File: config.mk
export PLATFORM = sky130hd
export DESIGN_NAME = uart_rx_slave
export DESIGN_NICKNAME = d
export VERILOG_FILES = /design/src/rtl/uart_pkg.sv /design/src/rtl/rx_fifo.sv /design/src/rtl/uart_rx_slave.sv
export SDC_FILE = /design/constraint.sdc
export NUM_CORES = 1
export LEC_CHECK = 0
export BUFFER_PORTS_ARGS = -buffer_cell sky130_fd_sc_hd__buf_2
export CORE_ASPECT_RATIO = 1.2
export CORE_MARGIN = 1.5
export CORE_UTILIZATION = 47
export DETAILED_ROUTE_END_ITERATION = 8
export PLACE_DENSITY = 0.76
export SETUP_SLACK_MARGIN = 0.15
export SYNTH_ARGS = -nofsm -noshare
export SYNTH_HDL_FRONTEND = slang
export SYNTH_SLANG_ARGS = --single-unit
File: constraint.sdc
create_clock -name clk -period 2.47 [get_ports clk]
set_input_delay 0.1235 -clock clk [delete_from_list [all_inputs] [get_ports clk]]
set_output_delay 0.1235 -clock clk [all_outputs]
set_load 0.01 [all_outputs]
File: src/rtl/uart_pkg.sv
// Shared constants for the memory-mapped UART receiver:
// register offsets, STATUS bit positions and FSM encoding.
package uart_pkg;

    localparam int OVERSAMPLE = 16;

    localparam logic [31:0] OFF_RXDATA = 32'h0;
    localparam logic [31:0] OFF_STATUS = 32'h4;
    localparam logic [31:0] OFF_CTRL   = 32'h8;

    localparam int ST_NE   = 0;
    localparam int ST_OVR  = 1;
    localparam int ST_FERR = 2;
    localparam int ST_FULL = 3;

    typedef logic [1:0] state_t;

    localparam state_t S_IDLE  = 2'd0;
    localparam state_t S_START = 2'd1;
    localparam state_t S_DATA  = 2'd2;
    localparam state_t S_STOP  = 2'd3;

endpackage

File: src/rtl/rx_fifo.sv
// Synchronous byte FIFO for received characters.
// A pop in the same cycle frees a slot, so push-while-full is accepted then.
module rx_fifo
    import uart_pkg::*;
#(
    parameter  int DEPTH = 4,
    localparam int AW    = $clog2(DEPTH),
    localparam int CW    = AW + 1
) (
    input  logic          clk,
    input  logic          reset,
    input  logic          push,
    input  logic [7:0]    din,
    input  logic          pop,
    output logic [7:0]    dout,
    output logic          full,
    output logic          empty,
    output logic [CW-1:0] count
);

    logic [7:0]    mem [DEPTH];
    logic [AW-1:0] wr_ptr;
    logic [AW-1:0] rd_ptr;
    logic          do_push;
    logic          do_pop;

    assign full    = (count == CW'(DEPTH));
    assign empty   = (count == '0);
    assign do_pop  = pop & ~empty;
    assign do_push = push & (~full | do_pop);
    assign dout    = empty ? 8'd0 : mem[rd_ptr];

    // Storage array, written on accepted pushes only.
    always_ff @(posedge clk) begin
        if (do_push) begin
            mem[wr_ptr] <= din;
        end
    end

    // Pointers wrap naturally since DEPTH is a power of two.
    always_ff @(posedge clk or negedge reset) begin
        if (!reset) begin
            wr_ptr <= '0;
            rd_ptr <= '0;
            count  <= '0;
        end else begin
            if (do_push) begin
                wr_ptr <= wr_ptr + AW'(1);
            end
            if (do_pop) begin
                rd_ptr <= rd_ptr + AW'(1);
            end
            case ({do_push, do_pop})
                2'b10:   count <= count + CW'(1);
                2'b01:   count <= count - CW'(1);
                default: count <= count;
            endcase
        end
    end

endmodule

File: src/rtl/uart_rx_slave.sv
// Memory-mapped 8N1 UART receiver with 16x oversampling,
// a small receive FIFO, sticky error flags and a level interrupt.
module uart_rx_slave
    import uart_pkg::*;
#(
    parameter int          CLK_HZ     = 50_000_000,
    parameter int          BAUD       = 9600,
    parameter int          FIFO_DEPTH = 4,
    parameter logic [31:0] BASE_ADDR  = 32'h4000_0030
) (
    input  logic        clk,
    input  logic        reset,
    input  logic        rd,
    input  logic        wr,
    input  logic [31:0] addr,
    input  logic [31:0] wdata,
    output logic [31:0] rdata,
    input  logic        rx,
    output logic        irq
);

    localparam int DIV = CLK_HZ / (BAUD * OVERSAMPLE);
    localparam int TW  = $clog2(DIV + 1);
    localparam int CW  = $clog2(FIFO_DEPTH) + 1;

    logic          rx_meta;
    logic          rx_sync;
    logic [TW-1:0] tcnt;
    logic          tick;
    state_t        state;
    logic [3:0]    scnt;
    logic [2:0]    bitn;
    logic [7:0]    shreg;

    logic          stop_smp;
    logic          push_req;
    logic          ferr_set;
    logic          ovr_set;

    logic          hit_data;
    logic          hit_stat;
    logic          hit_ctrl;
    logic          pop;
    logic          clr_ovr;
    logic          clr_ferr;

    logic [7:0]    fifo_dout;
    logic          fifo_full;
    logic          fifo_empty;
    logic [CW-1:0] fifo_count;

    logic          ovr;
    logic          ferr;
    logic          ien;
    logic [31:0]   status;
    logic          unused;

    assign unused = ^{wdata[31:3], fifo_count};

    // Two-flop synchroniser; idles high so reset never looks like a start bit.
    always_ff @(posedge clk or negedge reset) begin
        if (!reset) begin
            rx_meta <= 1'b1;
            rx_sync <= 1'b1;
        end else begin
            rx_meta <= rx;
            rx_sync <= rx_meta;
        end
    end

    assign tick = (tcnt == TW'(DIV - 1));

    // Oversample tick divider, held at zero while idle to align to the start edge.
    always_ff @(posedge clk or negedge reset) begin
        if (!reset) begin
            tcnt <= '0;
        end else if (state == S_IDLE || tick) begin
            tcnt <= '0;
        end else begin
            tcnt <= tcnt + TW'(1);
        end
    end

    // Frame FSM: mid-bit sampling at scnt 7 for start, every 16 ticks after.
    always_ff @(posedge clk or negedge reset) begin
        if (!reset) begin
            state <= S_IDLE;
            scnt  <= '0;
            bitn  <= '0;
            shreg <= '0;
        end else begin
            case (state)
                S_IDLE: begin
                    if (!rx_sync) begin
                        state <= S_START;
                        scnt  <= '0;
                    end
                end
                S_START: begin
                    if (tick) begin
                        if (scnt == 4'd7) begin
                            scnt  <= '0;
                            bitn  <= '0;
                            state <= rx_sync ? S_IDLE : S_DATA;
                        end else begin
                            scnt <= scnt + 4'd1;
                        end
                    end
                end
                S_DATA: begin
                    if (tick) begin
                        if (scnt == 4'(OVERSAMPLE - 1)) begin
                            scnt  <= '0;
                            shreg <= {rx_sync, shreg[7:1]};
                            bitn  <= bitn + 3'd1;
                            if (bitn == 3'd7) begin
                                state <= S_STOP;
                            end
                        end else begin
                            scnt <= scnt + 4'd1;
                        end
                    end
                end
                S_STOP: begin
                    if (tick) begin
                        if (scnt == 4'(OVERSAMPLE - 1)) begin
                            scnt  <= '0;
                            state <= S_IDLE;
                        end else begin
                            scnt <= scnt + 4'd1;
                        end
                    end
                end
                default: state <= S_IDLE;
            endcase
        end
    end

    assign stop_smp = (state == S_STOP) & tick & (scnt == 4'(OVERSAMPLE - 1));
    assign push_req = stop_smp & rx_sync;
    assign ferr_set = stop_smp & ~rx_sync;
    assign ovr_set  = push_req & fifo_full & ~pop;

    assign hit_data = (addr == BASE_ADDR + OFF_RXDATA);
    assign hit_stat = (addr == BASE_ADDR + OFF_STATUS);
    assign hit_ctrl = (addr == BASE_ADDR + OFF_CTRL);
    assign pop      = rd & hit_data;
    assign clr_ovr  = wr & hit_stat & wdata[ST_OVR];
    assign clr_ferr = wr & hit_stat & wdata[ST_FERR];

    rx_fifo #(
        .DEPTH (FIFO_DEPTH)
    ) u_fifo (
        .clk   (clk),
        .reset (reset),
        .push  (push_req),
        .din   (shreg),
        .pop   (pop),
        .dout  (fifo_dout),
        .full  (fifo_full),
        .empty (fifo_empty),
        .count (fifo_count)
    );

    // Sticky error flags and interrupt enable; a new error beats a same-cycle clear.
    always_ff @(posedge clk or negedge reset) begin
        if (!reset) begin
            ovr  <= 1'b0;
            ferr <= 1'b0;
            ien  <= 1'b0;
        end else begin
            if (ovr_set) begin
                ovr <= 1'b1;
            end else if (clr_ovr) begin
                ovr <= 1'b0;
            end
            if (ferr_set) begin
                ferr <= 1'b1;
            end else if (clr_ferr) begin
                ferr <= 1'b0;
            end
            if (wr && hit_ctrl) begin
                ien <= wdata[0];
            end
        end
    end

    // Level interrupt, registered so it trails the FIFO state by one clock.
    always_ff @(posedge clk or negedge reset) begin
        if (!reset) begin
            irq <= 1'b0;
        end else begin
            irq <= ien & ~fifo_empty;
        end
    end

    always_comb begin
        status          = '0;
        status[ST_NE]   = ~fifo_empty;
        status[ST_OVR]  = ovr;
        status[ST_FERR] = ferr;
        status[ST_FULL] = fifo_full;
    end

    // Load data mux; unmapped addresses and idle bus read as zero.
    always_comb begin
        rdata = '0;
        if (rd) begin
            case (1'b1)
                hit_data: rdata = {24'd0, fifo_dout};
                hit_stat: rdata = status;
                hit_ctrl: rdata = {31'd0, ien};
                default:  rdata = '0;
            endcase
        end
    end

endmodule

==> flow_summary.json <==
{
  "die_h_um": 99.6,
  "total_power_mw": 2.14,
  "numCtsBuffers": 9,
  "synth_warnings": 0,
  "p_switching_mw": 0.504,
  "worstMarginPinSlew_ps": 889,
  "skew_ps": 17.7,
  "comb_power_share_pct": 3.6,
  "grt_usage_pct": 17.9,
  "cts_tree": "done",
  "core_area_sq_um": 7620,
  "synth_top_area_share_pct": 26.3,
  "cap_violations": 0,
  "cpPeakStageDelay_ps": 380,
  "p_leak_nw": 1.98,
  "drt_iter0_markers": 115,
  "firstDrtPassIters": 4,
  "async_flop_share_pct": 54.9,
  "initial_utilization_pct": 48.0,
  "vias_per_cell": 5.35,
  "clockRootBuffer": "clkbuf_8",
  "finalWirelength_um": 7050,
  "htreeDepth": 3,
  "port_buffers": 48,
  "nNetsFinal": 460,
  "grt_pass1_vias": 2518,
  "crit_arrival_ps": 2610,
  "drive_gt1_share_pct": 35.3,
  "stdcell_count": 477,
  "synth_cell_types": 61,
  "fin_crit_sh_pct": 96.1,
  "ys_seq_area_share_pct": 53.0,
  "antenna_found_initial": 0,
  "fillers": 634,
  "clock_latency_ps": 360,
  "grt_max_degree": 40,
  "cp-end-kind": "flop",
  "synth_area_leaders": "edfxtp_1 26%, dfrtp_1 25%, buf_4 5.1%",
  "path_class": "reg -> reg",
  "power_density_nw_per_um2": 491,
  "synth_edf_count": 32,
  "ios": 102,
  "switching_share_pct": 23.6,
  "rsz0062_at_grt": "true",
  "avgSynthCellArea_sq_um": 12.3,
  "slowest_stage": "dfrtp_1",
  "cts_sinks": 71,
  "overflow": 0,
  "startpoint_type": "flop",
  "num_rows": 35,
  "cts_buffer_depth": 2,
  "drc": 0,
  "ys_ff_latch": 71,
  "synth_top_cell_by_area": "edfxtp_1",
  "wl_per_cell_um": 14.8,
  "setup_viol": 0,
  "path_cells": "inv_1 > ha_2 > and4b_1 > nand3_2 > or3_4 > or2_1 > ha_2 > inv_2 > fa_2 > xor2_1 > nor2_1 > xor2_1",
  "vias": 2553,
  "synthesis.area_sq_um": 3660,
  "netlist_instances": 297,
  "min_period_ps": 2370,
  "dp_hpwl_um": 5150,
  "antenna_cells": 0,
  "tns_ps": 0,
  "gp_congestion": 0.835,
  "grt_pass1_wl_um": 11700,
  "sequentialPowerShare_pct": 57.6,
  "hold_path_class": "in -> reg",
  "fmax_mhz": 421,
  "final_common_cell": "buf_2",
  "power.share.clock_pct": 38.8,
  "slew_violations": 0,
  "ant_nets": 0,
  "hold_viol": 0,
  "post-place-cells": 455,
  "layout_common_cells": "48 x buf_2, 37 x dfrtp_1, 33 x buf_4",
  "crit_fanout": 2,
  "synthToLayoutAreaGrowth_pct": 18.8,
  "p_int_mw": 1.63,
  "clk_pin_slew_ps": 80,
  "die_width_um": 83.5,
  "relSlewSlack_pct": 40.7,
  "die-area_sq_um": 8320,
  "required_ps": 2700,
  "peakVddDrop_uv": 424,
  "ys.flop_type": "dfrtp_1",
  "status": "finished clean"
}
## power groups by stage
stage | clock network (mW) | logic (mW) | registers (mW)
after floorplan | 0 | 0.0555 | 1.25
after global placement | 0 | 0.0730 | 1.25
after detailed placement | 0 | 0.0748 | 1.25
after CTS | 0.853 | 0.0772 | 1.23
after global routing | 0.901 | 0.0862 | 1.23
final | 0.829 | 0.0763 | 1.23
## synthesized netlist by cell type (2+ instances only)
library cell / number
nor4b_1: 2
o21ai_0: 6
o22ai_1: 3
nand2_1: 11
a21oi_1: 4
o311ai_1: 2
a31oi_1: 2
mux2_2: 11
dfrtp_1: 37
nor4_1: 6
nor4bb_1: 2
nor3_1: 5
and3_1: 4
mux4_2: 8
nand3_1: 7
nand4_1: 8
ha_1: 10
xnor2_1: 4
a22o_1: 4
nor4_4: 2
buf_2: 2
dfstp_2: 2
and4_1: 2
nor2_1: 21
nor3b_1: 5
buf_4: 25
or3_1: 2
mux2i_1: 2
xor2_1: 9
clkbuf_1: 5
edfxtp_1: 32
inv_1: 19
a41oi_1: 2
nor2b_1: 4
## final timing paths
kind | start | endpoint | slack (ps) | cells after the start
worst max-delay path | tcnt[0] | u_fifo.count[2] | 100 | 12
worst min-delay path | wdata[0] | ien | 20 | 2
worst max register to register | tcnt[0] | u_fifo.count[2] | 100 | 12
worst min register to register | rx_meta | rx_sync | 360 | 0
max in group asynchronous | reset | state[0] | 1470 | 2
min in group asynchronous | reset | u_fifo.rd_ptr[0] | 430 | 2
## logic make-up after synthesis
family / synth area share, %
AND/OR/NAND/NOR: 15.8
flip-flops: 53.0
buffers and inverters: 8.55
AO/OA/AOI/OAI: 6.53
multiplexers: 8.86
XOR/XNOR: 3.11
adder cells (fa/ha/maj): 3.97
other: 0.103
## through the flow
step           setup WS [ps]  utilization (%)  hold WS, ps  area (sq um)
2_1_floorplan           45.5                -         -172          3760
3_3_place_gp            41.7             53.8          233          4100
3_5_place_dp            12.6             53.8          234          4100
4_1_cts                 65.5             56.6         11.6          4320
5_1_grt                -49.6             57.0         11.9          4350
6_report                96.8             57.0         20.3          4350
## what timing repair did
item,in CTS,in global routing
hold buffers,2,0
setup endpoints to repair,3,3
buffers inserted,1,3
gates cloned,0,0
hold endpoints to repair,38,0
resized for setup,3,2
pin swaps,4,2
## routing by layer
layer  up-vias  GRT usage [%]  routed length (um)
li1       1211              -                   -
met1      1258           21.9                2960
met2        73           30.8                3610
met3        11           4.23                 367
met4         0           6.81                 109
met5         -              0                   0
## worst max-delay path: cells and delay by family, from the launching register on
family,cells,cell delay [ps]
fa+ha+maj,3,530
buf+inv,2,110
flops,1,380
xor+xnor,2,260
simple gates,5,960
## registers in the layout, indices dropped and copies added, names as in the netlist, named ones only
name / count
irq: 1
u_fifo.rd_ptr: 2
rx_sync: 1
state: 1
ien: 1
ovr: 1
u_fifo.count: 3
scnt: 4
rx_meta: 1
shreg: 8
u_fifo.wr_ptr: 2
bitn: 3
u_fifo.mem: 32
ferr: 1
tcnt: 9
## layout make-up
type	instances	area (sq um)	share of cell area [%]
sequential	71	1940	44.6
multi-input combinational	196	1530	35.2
timing repair buffer	83	508	11.7
clock buffer	9	124	2.85
tap	92	115	2.65
inverter	19	71.3	1.64
clock inverter	7	56.3	1.30
Power figures use the tool's default switching activity.
